===== src/rtl/imm_gen_pipe.sv =====
// imm_gen_pipe: decode-stage immediate generator.
// The immediate is decoded combinationally from the instruction word and
// written, with its format code and sideband tag, into a small in-order buffer.
// Both the input and the output side use valid/ready handshakes.
module imm_gen_pipe #(
  parameter int XLEN  = 32,
  parameter int DEPTH = 2,
  parameter int TAG_W = 5
) (
  input  logic             clk,
  input  logic             rst_n,
  input  logic             flush,
  input  logic             in_valid,
  output logic             in_ready,
  input  logic [31:0]      in_inst,
  input  logic             in_zext,
  input  logic [TAG_W-1:0] in_tag,
  output logic             out_valid,
  input  logic             out_ready,
  output logic [XLEN-1:0]  out_imm,
  output logic [2:0]       out_fmt,
  output logic             out_illegal,
  output logic [TAG_W-1:0] out_tag
);

  localparam int PW = (DEPTH > 1) ? $clog2(DEPTH) : 1;
  localparam int CW = $clog2(DEPTH) + 1;
  localparam logic [CW-1:0] DEPTH_C = CW'(DEPTH);

  localparam logic [2:0] FMT_I    = 3'd0;
  localparam logic [2:0] FMT_S    = 3'd1;
  localparam logic [2:0] FMT_B    = 3'd2;
  localparam logic [2:0] FMT_U    = 3'd3;
  localparam logic [2:0] FMT_J    = 3'd4;
  localparam logic [2:0] FMT_NONE = 3'd7;

  localparam logic [6:0] OP_LOAD   = 7'b0000011;
  localparam logic [6:0] OP_IMM    = 7'b0010011;
  localparam logic [6:0] OP_JALR   = 7'b1100111;
  localparam logic [6:0] OP_SYSTEM = 7'b1110011;
  localparam logic [6:0] OP_STORE  = 7'b0100011;
  localparam logic [6:0] OP_BRANCH = 7'b1100011;
  localparam logic [6:0] OP_LUI    = 7'b0110111;
  localparam logic [6:0] OP_AUIPC  = 7'b0010111;
  localparam logic [6:0] OP_JAL    = 7'b1101111;

  logic [XLEN-1:0]  dec_imm;
  logic [2:0]       dec_fmt;
  logic             dec_ill;

  logic [XLEN-1:0]  imm_q [DEPTH];
  logic [2:0]       fmt_q [DEPTH];
  logic             ill_q [DEPTH];
  logic [TAG_W-1:0] tag_q [DEPTH];

  logic [PW-1:0]    wr_ptr_q, wr_ptr_d;
  logic [PW-1:0]    rd_ptr_q, rd_ptr_d;
  logic [CW-1:0]    cnt_q, cnt_d;
  logic             rdy_q;
  logic             push, pop;

  logic [6:0]       opc;
  logic [2:0]       funct3;

  assign opc    = in_inst[6:0];
  assign funct3 = in_inst[14:12];

  // Format select and immediate assembly from the raw instruction word.
  always_comb begin
    dec_imm = '0;
    dec_fmt = FMT_NONE;
    dec_ill = 1'b1;
    case (opc)
      OP_LOAD, OP_IMM, OP_JALR, OP_SYSTEM: begin
        dec_fmt = FMT_I;
        dec_ill = 1'b0;
        // Shift amounts are unsigned and never sign-extended, so in_zext is moot.
        if (opc == OP_IMM && (funct3 == 3'b001 || funct3 == 3'b101)) begin
          if (XLEN == 64) dec_imm = XLEN'(in_inst[25:20]);
          else            dec_imm = XLEN'(in_inst[24:20]);
        end else if (in_zext) begin
          dec_imm = XLEN'(in_inst[31:20]);
        end else begin
          dec_imm = XLEN'($signed(in_inst[31:20]));
        end
      end
      OP_STORE: begin
        dec_fmt = FMT_S;
        dec_ill = 1'b0;
        dec_imm = XLEN'($signed({in_inst[31:25], in_inst[11:7]}));
      end
      OP_BRANCH: begin
        dec_fmt = FMT_B;
        dec_ill = 1'b0;
        dec_imm = XLEN'($signed({in_inst[31], in_inst[7], in_inst[30:25],
                                 in_inst[11:8], 1'b0}));
      end
      OP_LUI, OP_AUIPC: begin
        dec_fmt = FMT_U;
        dec_ill = 1'b0;
        dec_imm = XLEN'($signed({in_inst[31:12], 12'b0}));
      end
      OP_JAL: begin
        dec_fmt = FMT_J;
        dec_ill = 1'b0;
        dec_imm = XLEN'($signed({in_inst[31], in_inst[19:12], in_inst[20],
                                 in_inst[30:21], 1'b0}));
      end
      default: begin
        dec_imm = '0;
        dec_fmt = FMT_NONE;
        dec_ill = 1'b1;
      end
    endcase
  end

  // in_ready ignores out_ready on purpose: a full buffer never accepts on a pop cycle.
  assign in_ready  = rdy_q & (cnt_q < DEPTH_C) & ~flush;
  assign out_valid = (cnt_q != '0);
  assign push      = in_valid & in_ready;
  assign pop       = out_valid & out_ready;

  // Next pointer/count state; flush voids any pop in the same cycle.
  always_comb begin
    wr_ptr_d = wr_ptr_q;
    rd_ptr_d = rd_ptr_q;
    cnt_d    = cnt_q;
    if (flush) begin
      wr_ptr_d = '0;
      rd_ptr_d = '0;
      cnt_d    = '0;
    end else begin
      if (push) wr_ptr_d = wr_ptr_q + 1'b1;
      if (pop)  rd_ptr_d = rd_ptr_q + 1'b1;
      case ({push, pop})
        2'b10:   cnt_d = cnt_q + 1'b1;
        2'b01:   cnt_d = cnt_q - 1'b1;
        default: cnt_d = cnt_q;
      endcase
    end
  end

  // Control registers; rdy_q holds off in_ready until the first edge after reset.
  always_ff @(posedge clk or negedge rst_n) begin
    if (!rst_n) begin
      wr_ptr_q <= '0;
      rd_ptr_q <= '0;
      cnt_q    <= '0;
      rdy_q    <= 1'b0;
    end else begin
      wr_ptr_q <= wr_ptr_d;
      rd_ptr_q <= rd_ptr_d;
      cnt_q    <= cnt_d;
      rdy_q    <= 1'b1;
    end
  end

  // Buffer storage; contents are only observable through out_valid, so no reset.
  always_ff @(posedge clk) begin
    if (push) begin
      imm_q[wr_ptr_q] <= dec_imm;
      fmt_q[wr_ptr_q] <= dec_fmt;
      ill_q[wr_ptr_q] <= dec_ill;
      tag_q[wr_ptr_q] <= in_tag;
    end
  end

  assign out_imm     = out_valid ? imm_q[rd_ptr_q] : '0;
  assign out_fmt     = out_valid ? fmt_q[rd_ptr_q] : 3'd0;
  assign out_illegal = out_valid ? ill_q[rd_ptr_q] : 1'b0;
  assign out_tag     = out_valid ? tag_q[rd_ptr_q] : '0;

endmodule


===== config.mk =====
export PLATFORM = sky130hd
export DESIGN_NAME = imm_gen_pipe
export DESIGN_NICKNAME = d
export VERILOG_FILES = /design/src/rtl/imm_gen_pipe.sv
export SDC_FILE = /design/constraint.sdc
export NUM_CORES = 1
export LEC_CHECK = 0
export CAP_MARGIN = 25
export CELL_PAD_IN_SITES_DETAIL_PLACEMENT = 0
export CELL_PAD_IN_SITES_GLOBAL_PLACEMENT = 1
export CORE_MARGIN = 2
export CORE_UTILIZATION = 38
export CTS_BUF_LIST = sky130_fd_sc_hd__clkbuf_8
export DETAILED_ROUTE_END_ITERATION = 7
export HOLD_SLACK_MARGIN = 0.15
export PLACE_DENSITY_LB_ADDON = 0.1
export SKIP_CTS_REPAIR_TIMING = 1
export SLEW_MARGIN = 20
export SYNTH_ARGS = -nofsm -noshare
export SYNTH_HDL_FRONTEND = slang
export SYNTH_SLANG_ARGS = --single-unit
export TNS_END_PERCENT = 30

===== constraint.sdc =====
create_clock -name clk -period 2.75 [get_ports clk]
set_clock_uncertainty 0.1 [all_clocks]
set_input_delay 0.275 -clock clk [delete_from_list [all_inputs] [get_ports clk]]
set_output_delay 0.275 -clock clk [all_outputs]
set_load 0.01 [all_outputs]

==> results.txt <==
Least-Margin Pin Slew -> 516.0 ps
CTS Sinks -> 87
CP max-delay cell -> dfrtp_2
Worst setup path endpoint -> out_imm[11]
Post-route ant nets -> 0
Post-synthesis sequential element count -> 87
Iter 0 DRT Violations -> 129
Die width -> 105.7 um
Routed wire length -> 8.377 mm
Synth Cell Area -> 3929 um^2
R2R setup slack -> 990 ps
Vias in the first global route -> 2509
R2r worst-path depth -> 4
I/O pin count -> 86
Worst path cell trace -> buf_4 -> mux2i_1 -> nor2_1 -> clkdlybuf4s50_1
Root Driver -> clkbuf_8
Setup CP Type -> reg2out
Post-synthesis sequential area ratio -> 0.6586
Via-to-Cell Ratio -> 4.943
Cell row count -> 37
LEAKAGE -> 1.763 nW
Area delta synth->final -> 31.78%
Core Region -> 10180 um^2
Status -> finished clean
Final setup TNS -> 0 ps
Worst Setup SP -> rd_ptr_q$_DFFE_PN0P_
CP arrival -> 2080 ps
Final net count -> 432
Cts bufs inserted -> 9
Number of max-cap violations -> 0
Largest net degree at the start of global routing -> 42
HP Class -> in2reg
Multi-input gate area -> 1244 um^2
First-pass iteration count of the detailed router -> 6
Residual DRC count -> 0
DP HPWL -> 5.862 mm
Port Buffers -> 85
Netlist cell types -> 43
R2r endpoint -> imm_q[0][2]$_DFFE_PP_
Maximum cell stage delay along the critical path -> 690 ps
# fillers -> 922
Final hold vios -> 0
H-tree levels -> 3
Synthesized Nets -> 343
Max Buffers Root-to-Sink -> 2
Vert. Die Dim -> 105.7 um
Max VDD drop -> 0.0002786 V
Worst Path Required -> 2380 ps
First-pass GRT wire length -> 13.20 mm
CTS tree -> yes
Max FO, Critical Path -> 16
# diodes -> 0
Fmax -> 407.9 MHz
WL/cell -> 15.81 um
Mapped Cells -> 300
Max-slew violation count -> 0
Final setup fails -> 0
Antenna violations before repair -> 0
Warnings from Yosys -> 0
Type of destination of the critical path -> primary output
CP startpoint kind -> flip-flop
Avg Inst Size Synth -> 13.10 um^2
Pwr/cell area -> 505.7 nW/um^2
Reg area -> 2589 um^2
Share of cells above drive strength 1 -> 0.08883
Die area -> 11170 um^2
Non-filler instance count after layout -> 530
Vias post-DR -> 2620
Slew margin rel. -> 0.6560
Fin crit share -> 0.8915
Clock-pin slew on the worst setup and hold paths -> 80 ps
Initial Util -> 0.3857
RSZ-0062 raised after global routing -> no
GRT Overall Usage -> 0.1541
Total Power -> 2.618 mW
Gr ovfl total -> 0
Worst-Skew Late Latency -> 340 ps
# placed instances -> 513
Worst flop-to-flop path startpoint -> cnt_q[1]$_DFFE_PN0P_
Gpl congestion -> 0.7605
Final min period -> 2452 ps
-- sequential cells by signal, summed over array words and instances, names as in the netlist --
| signal | count |
|---|---|
| imm_q | 64 |
| tag_q | 10 |
| fmt_q | 6 |
| cnt_q | 2 |
| ill_q | 2 |
| rd_ptr_q | 1 |
| rdy_q | 1 |
| wr_ptr_q | 1 |
-- power by group --
group	internal [mW]	switching, mW
registers	1.47	0.0178
clock network	0.406	0.414
logic	0.170	0.143
-- per-layer routing --
metal  vias to the layer above  GRT usage  wire [um]
met2                        76     0.2525       4067
met4                         0    0.04229         72
met1                      1264     0.2060       3828
li1                       1272          -          -
met5                         -          0          0
met3                         8    0.03649        408
-- worst max-delay path, delay by kind of cell, from the launching register on --
kind | cells | cell delay (ps)
flip-flops | 1 | 690
multiplexers | 1 | 240
buffers and inverters | 2 | 740
AND/OR/NAND/NOR | 1 | 60
-- worst min-delay path by stage --
| stage | startpoint | slack [ps] | end | depth (start not counted) |
|---|---|---|---|---|
| after floorplan | rst_n | -120 | cnt_q[0]$_DFFE_PN0P_ | 0 |
| final | in_tag[2] | 420 | tag_q[1][2]$_DFFE_PP_ | 1 |
| after CTS | rst_n | 40 | wr_ptr_q$_DFFE_PN0P_ | 1 |
| after global routing | in_tag[0] | 410 | tag_q[0][0]$_DFFE_PP_ | 1 |
| after global placement | rst_n | 430 | wr_ptr_q$_DFFE_PN0P_ | 1 |
| after detailed placement | rst_n | 420 | wr_ptr_q$_DFFE_PN0P_ | 1 |
-- metrics by stage --
step / worst slack, ps / hold WS (ps) / instance area [um^2] / util
2_1_floorplan: 224.4 / -120.6 / 3931 / -
3_3_place_gp: 331.5 / 425.0 / 4986 / 0.4896
3_5_place_dp: 245.5 / 418.3 / 4986 / 0.4896
4_1_cts: 235.8 / 36.93 / 5167 / 0.5074
5_1_grt: 146.0 / 409.5 / 5177 / 0.5084
6_report: 298.3 / 418.5 / 5177 / 0.5084
-- cell usage in the layout (no fill, tap or decap), types with 5 or more instances in the layout --
cell type        instances
a21oi_1                 12
buf_4                    5
clkbuf_8                 9
clkdlybuf4s50_1         85
edfxtp_1                82
inv_1                    7
mux2i_1                 42
nand2_1                 26
nand3_1                 15
nor2_1                  49
nor2b_1                  8
-- synth_stat cells --
| cell | instances | area (um^2) |
|---|---|---|
| edfxtp_1 | 82 | 2462 |
| nor2_1 | 51 | 191.4 |
| mux2i_1 | 42 | 420.4 |
| nand2_1 | 26 | 97.59 |
| nand3_1 | 15 | 75.07 |
| a21oi_1 | 12 | 60.06 |
| nor2b_1 | 8 | 50.05 |
| buf_2 | 7 | 35.03 |
| clkbuf_1 | 6 | 22.52 |
| dfrtp_1 | 5 | 125.1 |
| a22o_1 | 4 | 35.03 |
| inv_1 | 4 | 15.01 |
| buf_6 | 3 | 33.78 |
| nor3_1 | 3 | 15.01 |
| nand3b_1 | 2 | 15.01 |
| o21ai_0 | 2 | 10.01 |
| xor2_1 | 2 | 17.52 |
| a211oi_2 | 1 | 12.51 |
| a21oi_2 | 1 | 8.760 |
| a22oi_1 | 1 | 7.510 |
| a31oi_1 | 1 | 6.260 |
| and3_1 | 1 | 6.260 |
| and3_4 | 1 | 11.26 |
| and3b_1 | 1 | 8.760 |
| and4b_1 | 1 | 10.01 |
| and4bb_4 | 1 | 16.27 |
| buf_4 | 1 | 7.510 |
| conb_1 | 1 | 3.750 |
| mux2_2 | 1 | 11.26 |
| nand4_1 | 1 | 6.260 |
| nand4b_1 | 1 | 8.760 |
| nor2_4 | 1 | 11.26 |
| nor3b_1 | 1 | 7.510 |
| nor4_2 | 1 | 12.51 |
| o2111ai_1 | 1 | 8.760 |
| o211ai_1 | 1 | 7.510 |
| o21a_4 | 1 | 15.01 |
| o21ai_1 | 1 | 5.000 |
| o31ai_1 | 1 | 7.510 |
| o31ai_4 | 1 | 21.27 |
| o32ai_1 | 1 | 8.760 |
| or2_1 | 1 | 6.260 |
| or3b_4 | 1 | 11.26 |
-- final cells by class --
| class | instances | share of cell area |
|---|---|---|
| multi-input combinational | 192 | 0.2402 |
| clock buffer | 9 | 0.02392 |
| inverter | 4 | 0.002900 |
| clock inverter | 7 | 0.01112 |
| timing repair buffer | 95 | 0.1890 |
| tap | 136 | 0.03287 |
| sequential | 87 | 0.5000 |
-- logic make-up (layout without fill, tap and decap cells) --
kind of cell | count (synthesis) | count (layout) | synth area share
AND/OR/NAND/NOR | 117 | 117 | 0.1427
flip-flops | 87 | 87 | 0.6586
multiplexers | 43 | 43 | 0.1099
AO/OA/AOI/OAI | 29 | 29 | 0.05446
buffers and inverters | 21 | 115 | 0.02898
XOR/XNOR | 2 | 2 | 0.004459
other | 1 | 1 | 0.0009545
(Power assumes the default switching activity.)
